**src/rtl/iiitb_sipo_pkg.sv**
```systemverilog
// Shared types and constants for the iiitb_sipo serial-in/parallel-out receiver.
package iiitb_sipo_pkg;

  typedef enum logic [1:0] {
    IDLE  = 2'd0,
    SYNC  = 2'd1,
    SHIFT = 2'd2
  } state_t;

  localparam int DEFAULT_WIDTH = 8;

  // Width of a counter that indexes 0..value-1; never narrower than one bit.
  function automatic int clog2(input int value);
    int r;
    r = 0;
    while ((1 << r) < value) r++;
    return (r < 1) ? 1 : r;
  endfunction

endpackage

```
**src/rtl/iiitb_sipo_if.sv**
```systemverilog
// Frame/consumer signal bundle for iiitb_sipo; the master side feeds the line and consumes words.
interface iiitb_sipo_if
  import iiitb_sipo_pkg::*;
#(
  parameter int WIDTH = DEFAULT_WIDTH
) ();

  // Handshake: a word transfers on any clk edge where valid && ready are both 1.
  // valid stays high until that transfer; data_out is stable while valid is high.
  logic             load;
  logic             data_in;
  logic             ready;
  logic [WIDTH-1:0] data_out;
  logic             valid;
  logic             busy;
  logic             framing_err;
  logic             overrun;
  state_t           dbg_state;

  modport master (
    output load, data_in, ready,
    input  data_out, valid, busy, framing_err, overrun, dbg_state
  );

  modport slave (
    input  load, data_in, ready,
    output data_out, valid, busy, framing_err, overrun, dbg_state
  );

endinterface

```
**src/rtl/iiitb_sipo_shreg.sv**
```systemverilog
// Assembly register: inserts one serial bit at a counter-selected position.
// Bit order follows IIITB_SIPO_MSB_FIRST_EN (defined: first bit lands in WIDTH-1).
module iiitb_sipo_shreg
  import iiitb_sipo_pkg::*;
#(
  parameter int WIDTH = DEFAULT_WIDTH,
  parameter int CW    = clog2(WIDTH)
) (
  input  logic             clk,
  input  logic             rst,
  input  logic             clear,
  input  logic             shift_en,
  input  logic [CW-1:0]    bit_idx,
  input  logic             bit_in,
  output logic [WIDTH-1:0] word_next
);

  logic [WIDTH-1:0] word_q;
  logic [CW-1:0]    pos;

  always_comb begin
`ifdef IIITB_SIPO_MSB_FIRST_EN
    pos = CW'(WIDTH - 1) - bit_idx;
`else
    pos = bit_idx;
`endif
    word_next      = word_q;
    word_next[pos] = bit_in;
  end

  // clear wins so an abort or back-to-back start always begins from zero.
  always_ff @(posedge clk or negedge rst) begin
    if (!rst) begin
      word_q <= '0;
    end else if (clear) begin
      word_q <= '0;
    end else if (shift_en) begin
      word_q <= word_next;
    end
  end

endmodule

```
**src/rtl/iiitb_sipo.sv**
```systemverilog
// Serial-in/parallel-out receiver: guard bit then WIDTH data bits, buffered output with handshake.
// Optional build macro: IIITB_SIPO_MSB_FIRST_EN (MSB-first bit order).
module iiitb_sipo
  import iiitb_sipo_pkg::*;
#(
  parameter int WIDTH = DEFAULT_WIDTH
) (
  input  logic        clk,
  input  logic        rst,
  iiitb_sipo_if.slave bus
);

  localparam int CW = clog2(WIDTH);
  localparam logic [CW-1:0] LAST = CW'(WIDTH - 1);

  state_t           state_q, state_d;
  logic [CW-1:0]    cnt_q, cnt_d;
  logic             clear, shift_en, complete, set_ferr;
  logic [WIDTH-1:0] word_next;
  logic [WIDTH-1:0] data_out_q;
  logic             valid_q, ferr_q, overrun_q;

  iiitb_sipo_shreg #(.WIDTH(WIDTH), .CW(CW)) u_shreg (
    .clk       (clk),
    .rst       (rst),
    .clear     (clear),
    .shift_en  (shift_en),
    .bit_idx   (cnt_q),
    .bit_in    (bus.data_in),
    .word_next (word_next)
  );

  always_ff @(posedge clk or negedge rst) begin
    if (!rst) begin
      state_q <= IDLE;
      cnt_q   <= '0;
    end else begin
      state_q <= state_d;
      cnt_q   <= cnt_d;
    end
  end

  always_comb begin
    state_d  = state_q;
    cnt_d    = cnt_q;
    clear    = 1'b0;
    shift_en = 1'b0;
    complete = 1'b0;
    set_ferr = 1'b0;
    case (state_q)
      IDLE: begin
        if (bus.load) begin
          state_d = SYNC;
          cnt_d   = '0;
          clear   = 1'b1;
        end
      end
      SYNC: begin
        cnt_d = '0;
        if (bus.load) begin
          clear = 1'b1;
        end else begin
          set_ferr = bus.data_in;
          state_d  = SHIFT;
        end
      end
      SHIFT: begin
        if (cnt_q == LAST) begin
          // Last bit completes the word even if a new load arrives on this edge.
          shift_en = 1'b1;
          complete = 1'b1;
          cnt_d    = '0;
          clear    = bus.load;
          state_d  = bus.load ? SYNC : IDLE;
        end else if (bus.load) begin
          state_d = SYNC;
          cnt_d   = '0;
          clear   = 1'b1;
        end else begin
          shift_en = 1'b1;
          cnt_d    = cnt_q + CW'(1);
        end
      end
      default: begin
        state_d = IDLE;
        cnt_d   = '0;
      end
    endcase
  end

  // A completing word is accepted only if the buffer is empty or being drained this edge.
  always_ff @(posedge clk or negedge rst) begin
    if (!rst) begin
      data_out_q <= '0;
      valid_q    <= 1'b0;
      ferr_q     <= 1'b0;
      overrun_q  <= 1'b0;
    end else begin
      if (set_ferr) ferr_q <= 1'b1;
      if (complete) begin
        if (!valid_q || bus.ready) begin
          data_out_q <= word_next;
          valid_q    <= 1'b1;
        end else begin
          overrun_q <= 1'b1;
        end
      end else if (valid_q && bus.ready) begin
        valid_q <= 1'b0;
      end
    end
  end

  assign bus.data_out    = data_out_q;
  assign bus.valid       = valid_q;
  assign bus.framing_err = ferr_q;
  assign bus.overrun     = overrun_q;
  assign bus.busy        = (state_q != IDLE);
  assign bus.dbg_state   = state_q;

endmodule

```
**src/flat_wrapper.sv**
```systemverilog
// flat-port wrapper written by rule: the top's interface ports become plain ports
module iiitb_sipo_flat import iiitb_sipo_pkg::*;
#(
  parameter int WIDTH = DEFAULT_WIDTH
)
  (clk, rst, bus_load, bus_data_in, bus_ready, bus_data_out, bus_valid, bus_busy, bus_framing_err, bus_overrun, bus_dbg_state);
  iiitb_sipo_if #(.WIDTH(WIDTH)) bus_i ();
  input  logic clk;
  input  logic rst;
  input wire logic [$bits(bus_i.load)-1:0] bus_load;
  input wire logic [$bits(bus_i.data_in)-1:0] bus_data_in;
  input wire logic [$bits(bus_i.ready)-1:0] bus_ready;
  output wire logic [$bits(bus_i.data_out)-1:0] bus_data_out;
  output wire logic [$bits(bus_i.valid)-1:0] bus_valid;
  output wire logic [$bits(bus_i.busy)-1:0] bus_busy;
  output wire logic [$bits(bus_i.framing_err)-1:0] bus_framing_err;
  output wire logic [$bits(bus_i.overrun)-1:0] bus_overrun;
  output wire logic [$bits(bus_i.dbg_state)-1:0] bus_dbg_state;
  assign bus_i.load = bus_load;
  assign bus_i.data_in = bus_data_in;
  assign bus_i.ready = bus_ready;
  assign bus_data_out = bus_i.data_out;
  assign bus_valid = bus_i.valid;
  assign bus_busy = bus_i.busy;
  assign bus_framing_err = bus_i.framing_err;
  assign bus_overrun = bus_i.overrun;
  assign bus_dbg_state = bus_i.dbg_state;
  iiitb_sipo #(.WIDTH(WIDTH)) u_core (.clk(clk), .rst(rst), .bus(bus_i));
endmodule
```
**config.mk**
```make
export PLATFORM = sky130hd
export DESIGN_NAME = iiitb_sipo_flat
export DESIGN_NICKNAME = d
export VERILOG_FILES = /design/src/rtl/iiitb_sipo_pkg.sv /design/src/rtl/iiitb_sipo_if.sv /design/src/rtl/iiitb_sipo_shreg.sv /design/src/rtl/iiitb_sipo.sv /design/src/flat_wrapper.sv
export SDC_FILE = /design/constraint.sdc
export NUM_CORES = 1
export LEC_CHECK = 0
export BUFFER_PORTS_ARGS = -buffer_cell sky130_fd_sc_hd__clkbuf_2
export CORE_AREA = 5 5 54 56
export DETAILED_ROUTE_END_ITERATION = 16
export DIE_AREA = 0 0 59 61
export GPL_ROUTABILITY_DRIVEN = 0
export PLACE_DENSITY_LB_ADDON = 0.15
export SLEW_MARGIN = 20
export SYNTH_ARGS = -nofsm -noshare
export SYNTH_HDL_FRONTEND = slang
export SYNTH_SLANG_ARGS = --single-unit
```
**constraint.sdc**
```tcl
create_clock -name clk -period 1.6 [get_ports clk]
set_input_delay 0.32 -clock clk [delete_from_list [all_inputs] [get_ports clk]]
set_output_delay 0.32 -clock clk [all_outputs]
set_load 0.02 [all_outputs]
```
# Word-level counts from Yosys, hierarchy flattened
# Cells that the tools add are included.
# W data, S select, Z words.
word_totals:
  register_bits: 24
  inputBits: 5
  output_inout_bits: 14
  wordCells: 56
op_classes:
  addsub: 1
  order_cmp: 2
  eq_ne: 6
  mux: 27
  n_bitwise: 1
  reduce_logical: 12
ops:
  columns: ["cell", "count"]
  rows:
  - ["$mux W8", 2]
  - ["$mux W1", 14]
  - ["$mux W3", 3]
  - ["$bwmux W8", 1]
  - ["$mux W2", 3]
  - ["$ne A2 B2 Y1 const B", 3]
  - ["$pmux W2 S3", 1]
  - ["$pmux W3 S2", 1]
  - ["$reduce_and A2 Y1", 3]
  - ["$reduce_bool A2 Y1", 3]
  - ["$lt A3 B4 Y1 const B", 1]
  - ["$add A3 B1 Y3 const B", 1]
  - ["$demux W1 S3", 1]
  - ["$eq A3 B3 Y1 const B", 1]
  - ["$ge A3 B1 Y1 const B", 1]
  - ["$eq A2 B1 Y1 const B", 1]
  - ["$eq A2 B2 Y1 const B", 1]
  - ["$logic_and A1 B1 Y1", 2]
  - ["$logic_not A2 Y1", 1]
  - ["$pmux W1 S2", 1]
  - ["$reduce_or A2 Y1", 1]
  - ["$logic_not A1 Y1", 1]
  - ["$logic_or A1 B1 Y1", 1]
  - ["$not A1 Y1", 1]

# Longest topological paths before layout
logic_depth:
  ltp_word: 7
  ltp_mapped: 6
  ltp_nobuf: 5

# Cells and area by module
# A second synthesis with hierarchy kept.
unflattened:
  cells_unflattened: 107
  hier_area_um2: 1393.8
by_module_without_submodules:
  columns: ["module", "n_inst", "cells_per_inst", "area_per_inst_um2", "seq_area_each_um2"]
  rows:
  - ["iiitb_sipo", 1, 54, 749.5, 400.4]
  - ["iiitb_sipo_shreg", 1, 53, 644.4, 200.2]

# Least setup slack after synthesis
# OpenSTA, ideal clock, no wires.
synth_path:
  kind: "flip-flop to flip-flop"
  start: "reg u_core.cnt_q[0]"
  end: "reg u_core.data_out_q[2], in the netlist u_core.bus.data_out[2]"
  setup_time_ns: 0.130
  arrival_ns: 1.220
  required_time_ns: 1.470
  path_slack_ns: 0.250
  stages_incl_launch_ff: 7
  n_path_buf: 1
  synth_period_minus_slack_ns: 1.350
  cell_sequence: "dfrtp_1 ha_1 ha_1 nand3b_1 nor2b_1 buf_4 mux2i_1"
synth_via:
  elab_chain_cells: 5
  word_cells_on_any_way: 10
  cone_classes: "2 x order compare; 1 x eq/ne; 5 x mux; 2 x reduce/logical"
synth_lines:
  columns: ["element", "line_no", "source"]
  rows:
  - ["start, declared", "iiitb_sipo.sv:17", "logic [CW-1:0] cnt_q, cnt_d;"]
  - ["start signal, assigned", "iiitb_sipo.sv:39", "cnt_q <= cnt_d;"]
  - ["$lt A3 B4 Y1 (not written as such) / $ge A3 B1 Y1 (equally long branches)", "iiitb_sipo_shreg.sv:28", "word_next[pos] = bit_in;"]
  - ["$logic_and A1 B1 Y1 (not written as such)", "iiitb_sipo_shreg.sv:28", null]
  - ["$mux W1 (not written as such)", "iiitb_sipo_shreg.sv:28", null]
  - ["$demux W1 S3", "iiitb_sipo_shreg.sv:28", null]
  - ["$bwmux W8", "iiitb_sipo_shreg.sv:28", null]
  - ["end signal, assigned", "iiitb_sipo.sv:102", "data_out_q <= word_next;"]
  - ["end, declared", "iiitb_sipo.sv:20", "logic [WIDTH-1:0] data_out_q;"]
# Several ways; a longest one is shown, not always the timed one.
# A chain may end at the register's enable or synchronous reset.

# Worst setup path in the final report
layout_path:
  start: "reg u_core.state_q[1], in the netlist u_core.bus.dbg_state[1]"
  end: "out bus_busy"
layout_via:
  elab_chain_cells: 1
layout_lines:
  columns: ["element", "line_no", "source"]
  rows:
  - ["start, declared", "iiitb_sipo.sv:16", "state_t state_q, state_d;"]
  - ["start signal, assigned", "iiitb_sipo.sv:38", "state_q <= state_d;"]
  - ["$reduce_bool A2 Y1", "iiitb_sipo.sv:117", "assign bus.busy = (state_q != IDLE);"]
  - ["end, declared", "flat_wrapper.sv:15", "output wire logic [$bits(bus_i.busy)-1:0] bus_busy;"]
# Every way passes these cells.

==> impl_metrics.csv <==
group,metric,value,unit
sta,final_max_slew_viol_count,0,
sta,fin_crit_sh,97.9,%
sta,hold_viol_final,0,
cells_and_area,layout-drive-gt1-share,29.9,%
placement,port_buffers,18,
detailed_routing,dr_total_vias,846,
detailed_routing,postRouteAntennaNets,0,
logic_synthesis,syn-cell-area,0.00114,mm^2
global_routing,grt_start_max_net_pins,25,
die,initial_core_util,48.0,%
critical_path,critPathCaptureType,"output port",
hold_path,hold_class,"in2reg",
critical_path,cp_max_fo,2,
critical_path,cp-start-kind,"flip-flop",
sta,fmax,0.638,GHz
die,num_rows,18,
logic_synthesis,ys_types,27,
run,max-cap-violations,0,
sta,setup_tns,0,ns
clock_tree,h-tree-depth,1,
die,num_io_pins,19,
cells_and_area,layout_commonest_cell,"dfrtp_1",
cells_and_area,fin_nets,142,
sta,holdWs,0.254,ns
logic_synthesis,synth_area_per_cell,10.7,um^2
die,dieHeight,61,um
global_routing,antenna_found_initial,0,
run_status,outcome,"complete, no violations",
logic_synthesis,synth_nets,114,
placement,post-dp-hpwl,1580,um
power,power,1.08,mW
power,peakVddDrop,0.557,mV
power,leakagePower,0.689,nW
sta,skew,0.00374,ns
clock_tree,clockBufferDepth,2,
critical_path,critPathKind,"reg2out",
detailed_routing,drt_iter0_drc,13,
sta,setup_viol,0,
sta,maxSlewHeadroom,59.9,%
critical_path,arrival,1.25,ns
logic_synthesis,yosys_warnings,0,
clock_tree,cts_buffers,3,
cells_and_area,final_cell_mix,"24 x dfrtp_1, 17 x clkbuf_2, 16 x mux2i_1, 9 x inv_1, 9 x buf_4",
logic_synthesis,ys_ff_latch,24,
detailed_routing,wl,2400,um
clock_tree,cts.clk_slew.worst_paths,0.13,ns
detailed_routing,vias_per_cell,5.16,
sta,fin_crit,1.57,ns
global_routing,grt_pass1_wl,4060,um
sta,tightestPinTransition,0.601,ns
logic_synthesis,synth_cells,107,
cells_and_area,fill_cells,224,
global_routing,overflow,0,
power,power_density,773,mW/mm^2
clock_tree,root_buffer,"clkbuf_4",
cells_and_area,antennaDiodeCount,0,
global_routing,grt_pass1_vias,845,
global_routing,grt_use_total,15.2,%
die,core-area,0.00239,mm^2
critical_path,worstPathRequired,1.28,ns
clock_tree,cts_tree,"built",
cells_and_area,area_delta_synth_final,22.4,%
clock_tree,clk_latency,0.31,ns
die,fp.dieArea,0.00360,mm^2
logic_synthesis,seq_area_frac_synth,52.5,%
detailed_routing,drc,0,
clock_tree,clock_sinks,24,
detailed_routing,wire_per_inst,14.6,um
detailed_routing,dr.pass1.iters,4,
die,dieWidth,59,um
-- through the flow --
| step | setup WS (ns) | util, % | cell area, um^2 | cells |
|---|---|---|---|---|
| 5_1_grt | -0.0145 | 58.7 | 1400 | 164 |
| 4_1_cts | 0.0322 | 57.5 | 1370 | 162 |
| 3_3_place_gp | -0.265 | 53.9 | 1290 | 155 |
| 6_report | 0.0329 | 58.7 | 1400 | 164 |
| 2_1_floorplan | 0.250 | - | 1140 | 107 |
| 3_5_place_dp | -0.341 | 53.9 | 1290 | 155 |
-- where the power goes --
| group | total (mW) | internal, mW | switching (mW) |
|---|---|---|---|
| Sequential | 0.628 | 0.620 | 0.00820 |
| Combinational | 0.132 | 0.0522 | 0.0798 |
| Clock | 0.324 | 0.139 | 0.185 |
-- per-layer routing --
layer,global-route usage (%),up-vias,share of wire [%],routed length (um)
met5,0,-,0,0
met4,6.80,0,0.79,19
met3,1.91,2,2.7,64
met2,25.1,7,51,1230
met1,20.0,419,45,1080
li1,-,418,-,-
-- cell type report --
cell class	instances	area (um^2)	area share, %
Tap cell	30	37.5	2.68
Timing Repair Buffer	31	219	15.6
Sequential cell	24	601	42.9
Inverter	10	37.5	2.68
Multi-Input combinational cell	65	470	33.6
Clock buffer	4	36.3	2.59
-- synthesized netlist by cell type --
library cell	n	area, um^2
a21oi_1	3	15.0
and3b_2	1	10.0
or3_1	2	12.5
nor2b_1	1	6.26
nand2b_1	1	6.26
mux2i_1	16	160
nor3_1	4	20.0
and2_2	1	7.51
nand3b_1	4	30.0
a41o_2	1	11.3
o21ai_1	8	40.0
buf_2	4	20.0
dfrtp_1	24	601
nand2_1	3	11.3
inv_2	1	3.75
buf_4	1	7.51
nand3_1	1	5.00
o21bai_1	1	7.51
inv_1	9	33.8
o21ai_0	8	40.0
a2bb2oi_1	1	8.76
buf_6	1	11.3
or2_2	1	6.26
nor2_1	2	7.51
nor3b_1	4	30.0
ha_1	2	25.0
clkbuf_1	2	7.51
-- critical path, cell delays in order (launching register included) --
cell      delay [ns]
dfrtp_1         0.43
buf_6           0.12
or2_4           0.23
clkbuf_8        0.15
-- kinds of logic after synthesis --
group,count (synthesis),synth area share (%)
AO/OA/AOI/OAI,22,10.7
adder cells (fa/ha/maj),2,2.19
buffers and inverters,18,7.32
flip-flops,24,52.5
multiplexers,16,14.0
AND/OR/NAND/NOR,25,13.3
-- final timing paths --
path / cells past startpoint / endpoint / slack (ns) / from
hold / removal: 2 / u_core.cnt_q[0]$_DFFE_PN0P_ / 0.25 / bus_load
max in group asynchronous: 2 / u_core.bus.data_out[2]$_DFFE_PN0P_ / 0.68 / rst
setup / recovery: 3 / bus_busy / 0.03 / u_core.bus.dbg_state[1]$_DFFE_PN0P_
min in group asynchronous: 2 / u_core.cnt_q[2]$_DFFE_PN0P_ / 0.52 / rst
hold reg to reg: 1 / u_core.bus.framing_err$_DFFE_PN0P_ / 0.48 / u_core.bus.framing_err$_DFFE_PN0P_
setup reg to reg: 5 / u_core.bus.dbg_state[1]$_DFFE_PN0P_ / 0.07 / u_core.cnt_q[0]$_DFFE_PN0P_
-- sequential cells by signal, indices dropped and copies added, names as in the netlist --
| register | count |
|---|---|
| u_core.bus.data_out | 8 |
| u_core.bus.dbg_state | 2 |
| u_core.bus.framing_err | 1 |
| u_core.bus.overrun | 1 |
| u_core.bus.valid | 1 |
| u_core.cnt_q | 3 |
| u_core.u_shreg.word_q | 8 |
-- what timing repair did --
| item | in CTS | in global routing |
|---|---|---|
| hold endpoints to repair | 13 | 0 |
| hold buffers | 1 | 0 |
| setup buffers | 2 | 2 |
| setup endpoints to repair | 9 | 5 |
| gates resized for setup | 7 | 0 |
Power figures use the tool's default switching activity.
